**src/rtl/mux_sel_ctrl.sv**
```systemverilog
// mux_sel_ctrl: conditions the raw board switches and pushbutton that feed a
// 2:1 mux. All four inputs pass through two-flop synchronizers. The button is
// debounced by a four-state FSM. The mux select toggles on each accepted
// press in manual mode, or every AUTO_PERIOD cycles in auto mode. A wrapping
// press counter is exported for display.
module mux_sel_ctrl #(
    parameter int DEBOUNCE_CYCLES = 4,
    parameter int AUTO_PERIOD     = 8,
    parameter int CNT_W           = 8
) (
    input  logic             clk,
    input  logic             rst_n,
    input  logic             btn_i,
    input  logic             sw_a_i,
    input  logic             sw_b_i,
    input  logic             auto_en_i,
    output logic             a_o,
    output logic             b_o,
    output logic             s_o,
    output logic             s_toggle_o,
    output logic [CNT_W-1:0] press_cnt_o
);

    // The debounce counter is at least 8 bits wide, and wider only if the
    // debounce length requires it.
    localparam int CW = ($clog2(DEBOUNCE_CYCLES) > 8) ? $clog2(DEBOUNCE_CYCLES) : 8;
    localparam int PW = $clog2(AUTO_PERIOD);

    localparam logic [CW-1:0] DB_LAST = CW'(DEBOUNCE_CYCLES - 1);
    localparam logic [PW-1:0] AP_LAST = PW'(AUTO_PERIOD - 1);

    localparam logic [1:0] ST_IDLE      = 2'd0;
    localparam logic [1:0] ST_PRESS_CHK = 2'd1;
    localparam logic [1:0] ST_PRESSED   = 2'd2;
    localparam logic [1:0] ST_REL_CHK   = 2'd3;

    // Synchronizer stages: *_m_q is the metastability catcher and *_s_q is
    // the stable copy.
    logic btn_m_q, btn_s_q;
    logic a_m_q, a_s_q;
    logic b_m_q, b_s_q;
    logic auto_m_q, auto_s_q;

    logic [1:0]       state_q, state_d;
    logic [CW-1:0]    cnt_q, cnt_d;
    logic             press_evt_s;

    logic [PW-1:0]    pcnt_q, pcnt_d;
    logic             s_q, s_d;
    logic             s_toggle_q, s_toggle_d;
    logic [CNT_W-1:0] press_cnt_q, press_cnt_d;

    // Two-flop synchronizers for all asynchronous board inputs.
    always_ff @(posedge clk) begin
        if (!rst_n) begin
            btn_m_q  <= 1'b0;
            btn_s_q  <= 1'b0;
            a_m_q    <= 1'b0;
            a_s_q    <= 1'b0;
            b_m_q    <= 1'b0;
            b_s_q    <= 1'b0;
            auto_m_q <= 1'b0;
            auto_s_q <= 1'b0;
        end else begin
            btn_m_q  <= btn_i;
            btn_s_q  <= btn_m_q;
            a_m_q    <= sw_a_i;
            a_s_q    <= a_m_q;
            b_m_q    <= sw_b_i;
            b_s_q    <= b_m_q;
            auto_m_q <= auto_en_i;
            auto_s_q <= auto_m_q;
        end
    end

    // Debounce next-state logic. A press is accepted only after the
    // synchronized button has stayed high long enough. A release is accepted
    // only after it has stayed low long enough.
    always_comb begin
        state_d     = state_q;
        cnt_d       = cnt_q;
        press_evt_s = 1'b0;
        case (state_q)
            ST_IDLE: begin
                if (btn_s_q) begin
                    state_d = ST_PRESS_CHK;
                    cnt_d   = {CW{1'b0}};
                end else begin
                    state_d = ST_IDLE;
                end
            end
            ST_PRESS_CHK: begin
                if (!btn_s_q) begin
                    state_d = ST_IDLE;
                end else if (cnt_q == DB_LAST) begin
                    state_d     = ST_PRESSED;
                    press_evt_s = 1'b1;
                end else begin
                    cnt_d = cnt_q + CW'(1);
                end
            end
            ST_PRESSED: begin
                // Holding the button never re-fires the press event.
                if (!btn_s_q) begin
                    state_d = ST_REL_CHK;
                    cnt_d   = {CW{1'b0}};
                end else begin
                    state_d = ST_PRESSED;
                end
            end
            ST_REL_CHK: begin
                // A bounce during release returns to PRESSED without a new event.
                if (btn_s_q) begin
                    state_d = ST_PRESSED;
                end else if (cnt_q == DB_LAST) begin
                    state_d = ST_IDLE;
                end else begin
                    cnt_d = cnt_q + CW'(1);
                end
            end
            default: begin
                state_d = ST_IDLE;
                cnt_d   = {CW{1'b0}};
            end
        endcase
    end

    // Debounce state and counter registers.
    always_ff @(posedge clk) begin
        if (!rst_n) begin
            state_q <= ST_IDLE;
            cnt_q   <= {CW{1'b0}};
        end else begin
            state_q <= state_d;
            cnt_q   <= cnt_d;
        end
    end

    // Select generation. Auto mode owns the select exclusively, so a press
    // there only counts and never causes a second toggle. Leaving auto mode
    // clears the period counter and freezes the select.
    always_comb begin
        pcnt_d      = pcnt_q;
        s_d         = s_q;
        press_cnt_d = press_cnt_q;
        if (press_evt_s) begin
            press_cnt_d = press_cnt_q + CNT_W'(1);
        end else begin
            press_cnt_d = press_cnt_q;
        end
        if (auto_s_q) begin
            if (pcnt_q == AP_LAST) begin
                pcnt_d = {PW{1'b0}};
                s_d    = ~s_q;
            end else begin
                pcnt_d = pcnt_q + PW'(1);
                s_d    = s_q;
            end
        end else begin
            pcnt_d = {PW{1'b0}};
            if (press_evt_s) begin
                s_d = ~s_q;
            end else begin
                s_d = s_q;
            end
        end
        s_toggle_d = s_d ^ s_q;
    end

    // Select, toggle pulse, period counter and press counter registers.
    always_ff @(posedge clk) begin
        if (!rst_n) begin
            pcnt_q      <= {PW{1'b0}};
            s_q         <= 1'b0;
            s_toggle_q  <= 1'b0;
            press_cnt_q <= {CNT_W{1'b0}};
        end else begin
            pcnt_q      <= pcnt_d;
            s_q         <= s_d;
            s_toggle_q  <= s_toggle_d;
            press_cnt_q <= press_cnt_d;
        end
    end

    assign a_o         = a_s_q;
    assign b_o         = b_s_q;
    assign s_o         = s_q;
    assign s_toggle_o  = s_toggle_q;
    assign press_cnt_o = press_cnt_q;

endmodule

```
**config.mk**
```make
export PLATFORM = sky130hd
export DESIGN_NAME = mux_sel_ctrl
export DESIGN_NICKNAME = d
export VERILOG_FILES = /design/src/rtl/mux_sel_ctrl.sv
export SDC_FILE = /design/constraint.sdc
export NUM_CORES = 1
export LEC_CHECK = 0
export ABC_AREA = 0
export CELL_PAD_IN_SITES_DETAIL_PLACEMENT = 0
export CELL_PAD_IN_SITES_GLOBAL_PLACEMENT = 2
export CORE_ASPECT_RATIO = 0.7
export CORE_MARGIN = 4
export CORE_UTILIZATION = 38
export CTS_BUF_LIST = sky130_fd_sc_hd__clkbuf_8
export CTS_CLUSTER_DIAMETER = 40
export DETAILED_ROUTE_END_ITERATION = 8
export PLACE_DENSITY_LB_ADDON = 0.3
export SLEW_MARGIN = 30
export SYNTH_ARGS = -nofsm -noshare
export SYNTH_HDL_FRONTEND = slang
export SYNTH_SLANG_ARGS = --single-unit
```
**constraint.sdc**
```tcl
create_clock -name clk -period 2.7 [get_ports clk]
set_clock_uncertainty 0.1 [all_clocks]
set_input_delay 0.675 -clock clk [delete_from_list [all_inputs] [get_ports clk]]
set_output_delay 0.675 -clock clk [all_outputs]
set_load 0.02 [all_outputs]
```
Yosys cells after proc, flatten, opt, wreduce, memory -nomap -nowiden

Index checks and enable logic that the tools add are counted.

Output and inout port bits: 12
Bits of input ports: 6
Register bits: 31

Mux-type cells: 19
Bitwise logic cells: 4
$add $sub $neg: 3
Reduce and logical (&&, ||, !) cells: 4
Equal/unequal tests: 11

Operators by type and width:

| kind                | number |
|---|---|
| $mux 8              | 5 |
| $pmux 8 s4          | 1 |
| $add 8x1->8 const B | 2 |
| $eq 8x2->1 const B  | 1 |
| $mux 1              | 8 |
| $mux 2              | 4 |
| $ne 2x2->1 const B  | 4 |
| $pmux 2 s4          | 1 |
| $ne 3x3->1 const B  | 2 |
| $eq 2x2->1 const B  | 2 |
| $reduce_and 4->1    | 1 |
| $add 3x1->3 const B | 1 |
| $eq 3x3->1 const B  | 1 |
| $not 1->1           | 3 |
| $reduce_or 3->1     | 1 |
| $eq 2x1->1 const B  | 1 |
| $logic_not 2->1     | 1 |
| $reduce_and 2->1    | 1 |
| $xor 1x1->1         | 1 |

Depth between registers and ports, before layout

Gate-level depths: netlist (run 1).

Depth in word-level cells: 7
Gate-level depth with buffers: 5
Gate-level depth less buffers: 5

Worst setup path after synthesis (run 1)

OpenSTA, ideal clock, no wires.

Kind: register to register
Start point: register cnt_q[0]
End point: register press_cnt_q[7], in the netlist press_cnt_o[7]
Setup time: 118 ps
Stages on the path, launching flop included: 6
Path slack: 903 ps
Arrival time: 1,579 ps
Cells stage by stage: dfxtp_1 -> ha_1 -> or4b_4 -> nor4_4 -> nand3_2 -> mux2i_1

Word-level cells in the longest chain between the ends: 4

RTL lines:

| item                     | RTL line | source |
|---|---|---|
| start: declaration       | 45       | `logic [CW-1:0] cnt_q, cnt_d;` |
| start signal: assignment | 132      | `cnt_q <= {CW{1'b0}};` |
| start signal: assignment | 135      | `cnt_q <= cnt_d;` |
| $eq 8x2->1               | 95       | `end else if (cnt_q == DB_LAST) begin` |
| $mux 1                   | 95       |  |
| $mux 1                   | 93       | `if (!btn_s_q) begin` |
| $mux 1                   | 83       | `case (state_q)` |
| end signal: assignment   | 176      | `press_cnt_q <= {CNT_W{1'b0}};` |
| end signal: assignment   | 181      | `press_cnt_q <= press_cnt_d;` |
| end: declaration         | 51       | `logic [CNT_W-1:0] press_cnt_q, press_cnt_d;` |

No other way between the ends.
A chain may end at the register's enable or synchronous reset.

Final worst setup path (run 1)

Start point: register press_cnt_q[0], in the netlist press_cnt_o[0]
End point: output port press_cnt_o[0]

RTL lines:

| item             | RTL line | source |
|---|---|---|
| end: declaration | 21       | `output logic [CNT_W-1:0] press_cnt_o` |

No word-level cell between the ends.

==> impl_metrics.yaml, run 1 <==
sta:
  finalHoldViolations: 0
  layout_min_cycle_time_ns: 2.132
  max_clock_freq_mhz: 469.0
  worst_slew_margin_rel: 0.5445
  slew_viol_final: 0
  setup_slack_ns: 0.5679
  fin_crit_sh: 0.7897
  setup_viol: 0
  tns_ns: 0
  rsz0062_at_grt: "no"
  worstMarginPinSlew_ns: 0.6784
placed_design:
  dp.final_hpwl_mm: 1.805
  routabilityCongestion: 0.6624
  portBuffers: 17
  place_ws_ns: 0.5821
critical_path:
  start_kind: "flop"
  r2r-end: "press_cnt_o[7]"
  end_kind: "primary output"
  crit_required_ns: 1.92
  cpLargestDelayFamily: "buffers and inverters"
  crit_fanout: 5
  worstSetupPathType: "flop to primary output"
  crit_arrival_ns: 1.36
  critPathLaunch: "press_cnt_o[0]"
  reg2reg_from: "cnt_q[0]"
  cp_num_buf_inv: 1
  worstPathCellList: "clkdlybuf4s50_1"
  max_stage_delay_ns: 0.65
  r2r_slack_ns: 0.78
  reg2regPathDepth: 5
  crit_slowest_cell: "clkdlybuf4s50_1"
clock_network:
  cts-root-buf: "clkbuf_8"
  clock-sinks: 31
  clk-insertion-delay-late_ns: 0.28
  cts_tree: "done"
  path_clk_slew_ns: 0.06
  ctsResizeCount: 0
  clk_path_buf_depth: 2
  post_cts_buffers: 0
  htreeDepth: 2
  hold_buffers: 0
  numCtsBuffers: 5
hold_path:
  worstHoldPathCells: 1
  hp-start: "auto_m_q"
  holdCritPathClass: "flop to flop"
  holdPathEnd: "auto_s_q"
route:
  wl_per_cell_um: 12.85
  via_per_inst: 4.858
  drt_iter0_drc: 54
  dr.pass1.iters: 4
  ant_nets: 0
  drc: 0
  num_vias: 957
  wirelength_mm: 2.532
synthesis:
  synth.distinct_cells: 34
  synth_compound_area_frac: 0.05572
  muxShareOfSynthArea: 0.01537
  yosysSeqAreaShare: 0.4765
  synth-seq-cells: 31
  synthSimpleGateAreaFrac: 0.3218
  synth_edf_count: 0
  yosysMostFrequentCell: "dfxtp_1"
  synthesis.nets: 136
  synth_top_area_share: 0.4765
  syn_inst: 126
  synthTopCellsByCount: "31 x dfxtp_1, 14 x nor2_1, 11 x and2_1"
  syn_area_sq_um: 1302
  synthAdderAreaFrac: 0.03842
  synth_area_leaders: "dfxtp_1 48%, xnor2_1 5.4%, and2_1 5.3%"
  synth_area_per_cell_sq_um: 10.34
  synth-async-reset-ratio: 0
  synth_area_leader_cell: "dfxtp_1"
  synth_top_family_by_area: "simple AND/OR/NAND/NOR gates"
  ys.flop_type: "dfxtp_1"
  synth-xor-area-share: 0.08069
  ys.warnings.count: 0
floorplanning:
  coreArea_sq_um: 3212
  num_rows: 17
  initial_core_util: 0.4055
  die_area_sq_um: 4443
  die_h_um: 56.99
  boundaryPins: 18
  dieWidth_um: 77.98
pwr:
  power_leakage_nw: 0.5990
  vdd_drop_max_uv: 271.5
  p_per_area_nw_per_um2: 528.4
cells_and_area:
  utilization: 0.5064
  area_growth_pct: 24.88
  drive_gt1_frac: 0.1133
  antenna_cells: 0
  nNetsFinal: 160
global_route:
  grt_pass1_wl_mm: 4.298
  grt_max_degree: 15
  overflow: 0
  busiest_layer: "met1"
  grt_usage: 0.1278
  antenna_found_initial: 0
  grt_pass1_vias: 919
  use_met2: 0.1659
  grt_use_met1: 0.1761
  grt_use_met3: 0.04732
flow_run:
  drv_cap: 0
run_status:
  status: "completed"
[final cells by class]
cell class / count / area (sq um)
clock buffers: 6 / 82.58
repair buffers: 19 / 185.2
fillers: 288 / 1585
flip-flops and latches: 31 / 620.6
inverters: 2 / 7.507
clock inverters: 1 / 5.005
multi-input cells: 91 / 666.9
well taps: 47 / 58.81
[placed cells by master, fill, tap and decap left out, types with 2 or more instances in the layout]
cell and count:
inv_1 2, mux2i_1 2, nor3b_1 2, nand4_1 2
clkdlybuf4s50_1 17, xnor2_1 8, nand4b_1 2, dfxtp_1 31
o21ai_0 2, nor4b_4 2, nand2_1 5, xor2_1 4
ha_1 4, nor2_1 14, or4b_4 2, nand2b_1 3
buf_4 2, and2_1 11, nand3_1 6, a21oi_1 5
clkbuf_8 6, nand3_2 2, nor3_1 2
[per-stage QoR]
| stage | hold slack (ns) | cell area, sq um | power [mW] | cells |
|---|---|---|---|---|
| 6_report | 0.3297 | 1627 | 0.8594 | 197 |
| 3_3_place_gp | 0.3145 | 1539 | 0.5090 | 190 |
| 4_1_cts | 0.3351 | 1627 | 0.8725 | 197 |
| 3_5_place_dp | 0.3200 | 1539 | 0.5094 | 190 |
| 2_1_floorplan | 0.3053 | 1303 | 0.4934 | 126 |
| 5_1_grt | 0.3581 | 1627 | 0.8990 | 197 |
[where the power goes]
| part | internal [mW] | switching (mW) | total, mW |
|---|---|---|---|
| Sequential | 0.464 | 0.00314 | 0.467 |
| Combinational | 0.0158 | 0.0159 | 0.0317 |
| Clock | 0.199 | 0.161 | 0.361 |
| Total | 0.679 | 0.180 | 0.859 |
[logic make-up (layout without fill, tap and decap cells)]
| family | count (synthesis) | count (layout) |
|---|---|---|
| AO/OA/AOI/OAI | 12 | 12 |
| flip-flops | 31 | 31 |
| multiplexers | 2 | 2 |
| adder cells (fa/ha/maj) | 4 | 4 |
| AND/OR/NAND/NOR | 61 | 61 |
| buffers and inverters | 4 | 28 |
| XOR/XNOR | 12 | 12 |
[worst max path at each step]
stage	end	slack [ns]	cells after the start
floorplan	press_cnt_o[7]	0.90	5
global placement	press_cnt_o[3]	0.60	4
detailed placement	press_cnt_o[3]	0.58	4
CTS	press_cnt_o[0]	0.56	1
global route	press_cnt_o[0]	0.52	1
finish	press_cnt_o[0]	0.57	1
[routing by layer]
metal,vias to the layer above,part of all wire
met5,-,0
met4,0,0.026
met3,8,0.063
met2,26,0.38
met1,433,0.53
li1,490,-
Power figures use the tool's default switching activity.
==> run 2, diff against run 1 <==
--- a/config.mk
+++ b/config.mk
@@ -10,7 +10,7 @@
 export CELL_PAD_IN_SITES_GLOBAL_PLACEMENT = 2
 export CORE_ASPECT_RATIO = 0.7
 export CORE_MARGIN = 4
-export CORE_UTILIZATION = 38
+export CORE_UTILIZATION = 35
 export CTS_BUF_LIST = sky130_fd_sc_hd__clkbuf_8
 export CTS_CLUSTER_DIAMETER = 40
 export DETAILED_ROUTE_END_ITERATION = 8
==> constraint.sdc (replaced) <==
create_clock -name clk -period 2 [get_ports clk]
set_clock_uncertainty 0.1 [all_clocks]
set_input_delay 0.5 -clock clk [delete_from_list [all_inputs] [get_ports clk]]
set_output_delay 0.5 -clock clk [all_outputs]
set_load 0.02 [all_outputs]
==> impl_metrics.yaml, run 2 (synthesis results as in run 1) <==
sta:
  rsz0062_at_grt: "no"
  worst_slew_margin_rel: 0.5671
  setup_viol: 0
  fin_crit_sh: 0.9577
  finalHoldViolations: 0
  tns_ns: 0
  max_clock_freq_mhz: 522.1
  worstMarginPinSlew_ns: 0.6447
  layout_min_cycle_time_ns: 1.915
  slew_viol_final: 0
  fin_hold_ws_ns: 0.3332
placed_design:
  placed_area_sq_um: 1565
  routabilityCongestion: 0.7029
  portBuffers: 17
  dp.cells: 196
  dp.final_hpwl_mm: 1.806
route:
  ant_nets: 0
  dr.pass1.iters: 4
  wirelength_mm: 2.498
  drc: 0
  num_vias: 960
  via_per_inst: 4.729
  drt_iter0_drc: 21
  wl_per_cell_um: 12.31
critical_path:
  reg2regPathDepth: 5
  reg2reg_from: "cnt_q[1]"
  worstSetupPathType: "flop to primary output"
  start_kind: "flop"
  crit_fanout: 4
  crit_slowest_cell: "clkdlybuf4s50_1"
  cp_num_buf_inv: 1
  max_stage_delay_ns: 0.64
  crit_arrival_ns: 1.32
  cpLargestDelayFamily: "buffers and inverters"
  worstPathCellList: "clkdlybuf4s50_1"
  r2r-end: "press_cnt_o[7]"
  end_kind: "primary output"
  r2r_slack_ns: 0.16
  crit_required_ns: 1.40
floorplanning:
  boundaryPins: 18
  die_area_sq_um: 4777
  dieWidth_um: 80.92
  coreArea_sq_um: 3558
  initial_core_util: 0.3660
  die_h_um: 59.04
  num_rows: 18
clock_network:
  post_cts_buffers: 0
  cts_tree: "done"
  clk-insertion-delay-late_ns: 0.27
  clock-sinks: 31
  hold_buffers: 0
  path_clk_slew_ns: 0.06
  numCtsBuffers: 5
  htreeDepth: 2
  ctsResizeCount: 0
  cts-root-buf: "clkbuf_8"
  clk_path_buf_depth: 2
pwr:
  vdd_drop_max_uv: 330.2
  power_leakage_nw: 0.6482
  p_per_area_nw_per_um2: 696.1
run_status:
  status: "completed"
hold_path:
  holdPathEnd: "pcnt_q[0]"
  worstHoldPathCells: 1
  hp-start: "pcnt_q[0]"
  holdCritPathClass: "flop to flop"
flow_run:
  drv_cap: 0
global_route:
  overflow: 0
  grt_pass1_wl_mm: 4.284
  grt_max_degree: 15
  grt_usage: 0.1204
  grt_pass1_vias: 932
  antenna_found_initial: 0
cells_and_area:
  nNetsFinal: 163
  area_growth_pct: 27.57
  finalNonFillerCells: 203
  final_cell_mix: "30 x dfxtp_1, 15 x clkdlybuf4s50_1, 14 x nor2_1"
  antenna_cells: 0
  final_common_cell: "dfxtp_1"
  drive_gt1_frac: 0.1438
  fin_area_sq_um: 1662
==> run 2: changes by cell type in the layout (fill, tap and decap cells not counted) <==
cell | before | now
dfxtp_2 | 0 | 1
dfxtp_1 | 31 | 30
ha_1 | 4 | 3
clkdlybuf4s50_1 | 17 | 15
buf_4 | 2 | 5
dlymetal6s2s_1 | 0 | 2
ha_2 | 0 | 1
==> run 2: metal layers <==
metal  vias up  GRT usage  wire (um)
li1        495          -          -
met1       440     0.1665       1355
met2        20     0.1649        960
met3         5    0.03951        136
met4         0    0.06506         46
met5         -          0          0
==> run 2: metrics by stage <==
stage                     setup slack, ns  total power [mW]  utilization
after global placement             0.1440            0.6898       0.4399
final                             0.08456             1.157       0.4669
after detailed placement          0.09845            0.6902       0.4399
after global routing             0.008559             1.211       0.4669
after floorplan                    0.2027            0.6661            -
after CTS                         0.03906             1.179       0.4645
==> run 2: where the power goes <==
part	internal (mW)	switching (mW)	total, mW
clock	0.269	0.211	0.480
sequential	0.626	0.00439	0.631
combinational	0.0231	0.0224	0.0456
total	0.919	0.238	1.16
==> run 2: cell type report <==
type | instances | area, sq um
Clock buffer | 6 | 82.58
Clock inverter | 1 | 5.005
Fill cell | 364 | 1897
Inverter | 2 | 7.507
Multi-Input combinational cell | 91 | 669.4
Sequential cell | 31 | 621.8
Tap cell | 50 | 62.56
Timing Repair Buffer | 22 | 212.7
==> run 2: worst max-delay path by stage <==
stage / slack (ns) / startpoint / endpoint / cells after the start
6_report: 0.08 / press_cnt_o[5] / press_cnt_o[5] / 1
4_1_cts: 0.04 / press_cnt_o[0] / press_cnt_o[0] / 1
3_3_place_gp: 0.14 / cnt_q[0] / press_cnt_o[7] / 5
3_5_place_dp: 0.1 / cnt_q[0] / press_cnt_o[7] / 5
2_1_floorplan: 0.20 / cnt_q[0] / press_cnt_o[7] / 5
5_1_grt: 0.009 / press_cnt_o[5] / press_cnt_o[5] / 1
==> run 3, diff against run 2 <==
--- a/config.mk
+++ b/config.mk
@@ -12,7 +12,6 @@
 export CORE_MARGIN = 4
 export CORE_UTILIZATION = 35
 export CTS_BUF_LIST = sky130_fd_sc_hd__clkbuf_8
-export CTS_CLUSTER_DIAMETER = 40
 export DETAILED_ROUTE_END_ITERATION = 8
 export PLACE_DENSITY_LB_ADDON = 0.3
 export SLEW_MARGIN = 30
==> results of run 3 <==
Final layout, timing and power as in run 2 (identical DEF).
